`config.mk`:
```
export PLATFORM = sky130hd
export DESIGN_NAME = spi_master_param
export DESIGN_NICKNAME = d
export VERILOG_FILES = /design/src/rtl/spi_pkg.sv /design/src/rtl/spi_clk_div.sv /design/src/rtl/spi_master_param.sv
export SDC_FILE = /design/constraint.sdc
export NUM_CORES = 1
export LEC_CHECK = 0
export CAP_MARGIN = 40
export CORE_MARGIN = 2
export CORE_UTILIZATION = 30
export CTS_CLUSTER_DIAMETER = 150
export DETAILED_ROUTE_END_ITERATION = 10
export PLACE_DENSITY_LB_ADDON = 0.08
export RECOVER_POWER = 100
export SYNTH_ARGS = -nofsm -noshare
export SYNTH_HDL_FRONTEND = slang
export SYNTH_HIERARCHICAL = 1
export SYNTH_SLANG_ARGS = --single-unit
export TNS_END_PERCENT = 100
```
`constraint.sdc`:
```
create_clock -name clk_fpga -period 2 [get_ports clk_fpga]
set_input_delay 0.4 -clock clk_fpga [delete_from_list [all_inputs] [get_ports clk_fpga]]
set_output_delay 0.4 -clock clk_fpga [all_outputs]
set_load 0.1 [all_outputs]
```
`src/rtl/spi_pkg.sv`:
```
// Shared types for the parameterised SPI master: FSM state encoding and the
// clock mode pair captured at the start of each transfer.
package spi_pkg;

  typedef enum logic [1:0] {
    ST_IDLE  = 2'd0,
    ST_SETUP = 2'd1,
    ST_XFER  = 2'd2,
    ST_HOLD  = 2'd3
  } spi_state_e;

  typedef struct packed {
    logic cpol;
    logic cpha;
  } spi_mode_t;

endpackage

```
`src/rtl/spi_clk_div.sv`:
```
// Half-period timer: down-counter reloaded with CLK_DIV-1, tick on terminal
// count. restart realigns the count so every FSM state starts a fresh
// half-period.
module spi_clk_div #(
  parameter int CLK_DIV = 4
) (
  input  logic clk_fpga,
  input  logic rst,
  input  logic restart,
  output logic tick
);

  localparam int CNT_W = $clog2(CLK_DIV + 1);
  localparam logic [CNT_W-1:0] RELOAD = CNT_W'(CLK_DIV - 1);

  logic [CNT_W-1:0] cnt;

  // Count down to zero, then reload; restart forces a reload at any point.
  always_ff @(posedge clk_fpga or posedge rst) begin
    if (rst) begin
      cnt <= '0;
    end else if (restart || (cnt == '0)) begin
      cnt <= RELOAD;
    end else begin
      cnt <= cnt - 1'b1;
    end
  end

  assign tick = (cnt == '0);

endmodule

```
`src/rtl/spi_master_param.sv`:
```
// Parameterised SPI master, all four clock modes, MSB first.
//
// state    | meaning
// ST_IDLE  | waiting for start; sp_clk tracks cpol input, mosi low
// ST_SETUP | slave selected, one half-period before the first clock edge
// ST_XFER  | 2*DATA_W half-periods, sp_clk toggles at each boundary
// ST_HOLD  | one half-period with the clock idle before deselect
module spi_master_param
  import spi_pkg::*;
#(
  parameter int DATA_W  = 8,
  parameter int NUM_SS  = 4,
  parameter int CLK_DIV = 4,
  localparam int SS_W   = (NUM_SS > 1) ? $clog2(NUM_SS) : 1
) (
  input  logic              clk_fpga,
  input  logic              rst,
  input  logic              start,
  input  logic              cpol,
  input  logic              cpha,
  input  logic [SS_W-1:0]   ss_idx,
  input  logic [DATA_W-1:0] tx_data,
  input  logic              miso,
  output logic              sp_clk,
  output logic              mosi,
  output logic [NUM_SS-1:0] ss_n,
  output logic              busy,
  output logic              done,
  output logic [DATA_W-1:0] rx_data
);

  localparam int EC_W = $clog2(2 * DATA_W + 1);
  localparam logic [EC_W-1:0]   EDGE_LAST = EC_W'(2 * DATA_W);
  localparam logic [EC_W-1:0]   EDGE_PRE  = EC_W'(2 * DATA_W - 1);
  localparam logic [SS_W:0]     SS_LIMIT  = (SS_W + 1)'(NUM_SS);
  localparam logic [NUM_SS-1:0] SS_ONE    = NUM_SS'(1);

  spi_state_e        state, state_nxt;
  spi_mode_t         mode;
  logic [DATA_W-1:0] tx_sr, rx_sr;
  logic [EC_W-1:0]   edge_cnt;
  logic              tick, restart, accept, do_edge, finish;
  logic              idx_ok, leading;

  // Zero-extended so the range check stays meaningful when NUM_SS is a power of two.
  assign idx_ok  = ({1'b0, ss_idx} < SS_LIMIT);
  assign accept  = (state == ST_IDLE) && start && idx_ok;
  assign restart = (state_nxt != state);
  // edge_cnt holds edges already made, so the next edge is odd (leading) when it is even.
  assign leading = ~edge_cnt[0];

  spi_clk_div #(.CLK_DIV(CLK_DIV)) u_clk_div (
    .clk_fpga (clk_fpga),
    .rst      (rst),
    .restart  (restart),
    .tick     (tick)
  );

  // State register.
  always_ff @(posedge clk_fpga or posedge rst) begin
    if (rst) state <= ST_IDLE;
    else     state <= state_nxt;
  end

  // Next-state logic plus the per-cycle edge/finish strobes for the datapath.
  always_comb begin
    state_nxt = state;
    do_edge   = 1'b0;
    finish    = 1'b0;
    case (state)
      ST_IDLE:  if (accept) state_nxt = ST_SETUP;
      ST_SETUP: if (tick) begin
                  state_nxt = ST_XFER;
                  do_edge   = 1'b1;
                end
      ST_XFER:  if (tick) begin
                  if (edge_cnt == EDGE_LAST) state_nxt = ST_HOLD;
                  else                       do_edge   = 1'b1;
                end
      ST_HOLD:  if (tick) begin
                  state_nxt = ST_IDLE;
                  finish    = 1'b1;
                end
      default:  state_nxt = ST_IDLE;
    endcase
  end

  // Datapath: capture on accept, clock edges with shift/sample, result on finish.
  always_ff @(posedge clk_fpga or posedge rst) begin
    if (rst) begin
      mode     <= '0;
      tx_sr    <= '0;
      rx_sr    <= '0;
      edge_cnt <= '0;
      sp_clk   <= 1'b0;
      mosi     <= 1'b0;
      ss_n     <= '1;
      busy     <= 1'b0;
      done     <= 1'b0;
      rx_data  <= '0;
    end else begin
      done <= finish;
      if (accept) begin
        mode     <= '{cpol: cpol, cpha: cpha};
        tx_sr    <= tx_data;
        rx_sr    <= '0;
        edge_cnt <= '0;
        busy     <= 1'b1;
        ss_n     <= ~(SS_ONE << ss_idx);
        sp_clk   <= cpol;
        // With cpha=1 the first bit goes out on the first leading edge instead.
        mosi     <= cpha ? 1'b0 : tx_data[DATA_W-1];
      end else if (state == ST_IDLE) begin
        sp_clk <= cpol;
        mosi   <= 1'b0;
      end
      if (do_edge) begin
        edge_cnt <= edge_cnt + 1'b1;
        sp_clk   <= ~sp_clk;
        if (leading ^ mode.cpha) begin
          rx_sr <= {rx_sr[DATA_W-2:0], miso};
        end else if (mode.cpha) begin
          mosi  <= tx_sr[DATA_W-1];
          tx_sr <= {tx_sr[DATA_W-2:0], 1'b0};
        end else if (edge_cnt != EDGE_PRE) begin
          mosi  <= tx_sr[DATA_W-2];
          tx_sr <= {tx_sr[DATA_W-2:0], 1'b0};
        end
      end
      if (finish) begin
        busy    <= 1'b0;
        ss_n    <= '1;
        sp_clk  <= mode.cpol;
        mosi    <= 1'b0;
        rx_data <= rx_sr;
      end
    end
  end

endmodule
```
==> results.json <==
{
  "drv_slew": 0,
  "critPathArrivalTime_ns": 2.09,
  "r2r_slack_ns": 0.1,
  "grt_pass1_wl_um": 7900,
  "port_buffers": 31,
  "status": "complete, no violations",
  "leakage_nw": 1.280,
  "cts_tree": "done",
  "slew_headroom_pct": 48.88,
  "grt_max_degree": 32,
  "track_usage_pct": 12.93,
  "die_h_um": 89.17,
  "clock_path_buffers": 2,
  "synth_edf_count": 0,
  "ys.flop_type": "dfrtp_1",
  "insertedDiodeCount": 0,
  "layout_commonest_cell": "dfrtp_1",
  "synth-simple-area-share_pct": 15.76,
  "antenna_found_initial": 0,
  "synth-adder-area-share_pct": 5.175,
  "powerDensity_mw_per_mm2": 1360,
  "grt_pass1_vias": 1615,
  "cts_buffers": 5,
  "worstMarginPinSlew_ns": 0.7669,
  "htree_levels": 2,
  "cts_hold_buffers": 0,
  "r2r_end": "edge_cnt[3]$_DFFE_PP0P_",
  "viasPerCell": 4.479,
  "rr_startpoint": "u_clk_div/cnt[0]$_DFF_PP0_",
  "dp_hpwl_um": 3517,
  "antenna_left": 0,
  "worstRegToRegCells": 8,
  "total_power_w": 0.003720,
  "synth_compound_area_share_pct": 12.77,
  "most-common-layout-cells": "40 x dfrtp_1, 29 x nand2_1, 19 x inv_1, 19 x clkbuf_2",
  "startpoint_type": "register",
  "synth_top_family_by_area": "simple AND/OR/NAND/NOR gates",
  "max_freq_mhz": 526.3,
  "core_mm2": 0.007137,
  "layout.cells.non_filler": 365,
  "wl_um": 4714,
  "hold_viol": 0,
  "period_minus_slack_ns": 1.900,
  "syn_area_per_cell_um2": 10.17,
  "drc": 0,
  "num_rows": 31,
  "ys_types": 40,
  "start_util_pct": 30.49,
  "hold_class": "primary input to async pin",
  "io_pins": 32,
  "final_util_pct": 38.34,
  "cts_setup_buffers": 0,
  "dp_cells": 357,
  "yosysWarnings": 6,
  "die-area_mm2": 0.007950,
  "cts_resized": 0,
  "final_layout_size_suffix_gt1_share_pct": 22.18,
  "clk_pin_slew_worst_paths_ns": 0.08,
  "synth.net_count": 239,
  "dr_total_vias": 1635,
  "drt_iter0_markers": 83,
  "setup-violations-final": 0,
  "crit_required_ns": 2.19,
  "critPathCaptureType": "register",
  "die_w_um": 89.17,
  "grt.overflow.total": 0,
  "vdd_drop_max_mv": 0.4879,
  "synth_seq_area_share_pct": 50.83,
  "rsz0062_at_grt": "false",
  "gp_congestion": 0.7460,
  "clock-root-buffer": "clkbuf_8",
  "nets": 290,
  "synthMuxAreaShare_pct": 9.316,
  "synth_seq_cells": 44,
  "synth_xor_area_share_pct": 0,
  "area_growth_pct": 25.76,
  "cts.sinks": 44,
  "fin_skew_ns": 0.005144,
  "max-cap-violations": 0,
  "critPathMaxFanout": 10,
  "finalSetupTns_ns": 0,
  "period_share_pct": 95.00,
  "netlist_area_mm2": 0.002176,
  "wl_per_cell_um": 12.92,
  "clock_latency_ns": 0.30,
  "async_flop_share_pct": 100.0,
  "netlist_instances": 214,
  "dr.pass1.iters": 3,
  "worst-setup-path-type": "register to register"
}
-- registers in the layout, indices dropped and copies added, names as in the netlist --
register	cells
rx_data	8
rx_sr	8
tx_sr	8
edge_cnt	5
ss_n	4
u_clk_div/cnt	3
mode	2
state	2
busy	1
done	1
mosi	1
sp_clk	1
-- cells in the mapped netlist (2+ instances only) --
library cell | number | area share, %
and3_1 | 2 | 0.57
o21a_1 | 2 | 0.69
and2_1 | 2 | 0.57
o21ai_0 | 15 | 3.5
clkbuf_1 | 3 | 0.52
dfrtp_1 | 40 | 46
nor2_1 | 8 | 1.4
mux2_2 | 2 | 1.0
nand2b_1 | 4 | 1.1
nand3_1 | 11 | 2.5
inv_1 | 20 | 3.5
dfstp_2 | 4 | 4.8
or3b_1 | 2 | 0.81
buf_6 | 2 | 1.0
buf_2 | 5 | 1.1
a21oi_1 | 5 | 1.1
ha_1 | 9 | 5.2
nand2_1 | 29 | 5.0
mux2i_1 | 18 | 8.3
nor3_1 | 3 | 0.69
o21ai_1 | 7 | 1.6
nor3b_1 | 2 | 0.69
nor2b_1 | 2 | 0.57
-- through the flow --
step           hold WS (ns)  cell area [um^2]  setup slack, ns
2_1_floorplan        0.1536              2176          0.08787
3_3_place_gp         0.4697              2746          0.09090
3_5_place_dp         0.4718              2746          0.04839
4_1_cts              0.3046              2840          0.03378
5_1_grt              0.4428              2736         0.006348
6_report             0.4320              2736          0.09997
-- cells by family (layout without fill, tap and decap cells) --
kind of cell,after synthesis,count (layout)
buffers and inverters,30,82
AO/OA/AOI/OAI,42,42
flip-flops,44,44
multiplexers,20,20
adder cells (fa/ha/maj),9,9
AND/OR/NAND/NOR,69,69
-- worst max path at each step --
stage	startpoint	end
floorplan	state[1]$_DFF_PP0_	u_clk_div/cnt[1]$_DFF_PP0_
global placement	u_clk_div/cnt[0]$_DFF_PP0_	rx_sr[3]$_DFF_PP0_
detailed placement	u_clk_div/cnt[0]$_DFF_PP0_	u_clk_div/cnt[1]$_DFF_PP0_
CTS	u_clk_div/cnt[0]$_DFF_PP0_	u_clk_div/cnt[1]$_DFF_PP0_
global route	u_clk_div/cnt[0]$_DFF_PP0_	edge_cnt[3]$_DFFE_PP0P_
finish	u_clk_div/cnt[0]$_DFF_PP0_	edge_cnt[3]$_DFFE_PP0P_
-- critical path: stages, from the launching register on --
cell and delay [ns]:
dfrtp_1 0.32, inv_1 0.06, ha_1 0.20, nor2b_2 0.17, and3_4 0.17, a32o_2 0.28, buf_6 0.16, and3_1 0.16
a311o_1 0.26
-- area by class of cell --
class                      count  area, um^2
fill                         741        4400
sequential                    44        1106
multi-input combinational    140       953.4
timing repair buffer          54       384.1
tap                           99       123.9
clock buffer                   7       86.33
inverter                      20       75.07
clock inverter                 1       7.507
-- metal layers --
metal	wire length (um)	track usage (%)	share of wire, %
met5	0	0	0
met4	68	4.478	1.4
met3	122	2.770	2.6
met2	2140	19.80	45
met1	2382	18.13	51
-- report_power, final --
group | switching (W) | internal (W) | leakage, nW | total [W]
logic | 0.00120 | 0.000649 | 0.674 | 0.00185
registers | 0.000143 | 0.00115 | 0.562 | 0.00129
clock network | 0.000300 | 0.000281 | 0.0445 | 0.000581
total | 0.00164 | 0.00208 | 1.28 | 0.00372
No activity file was read; power rests on OpenSTA's default activity.
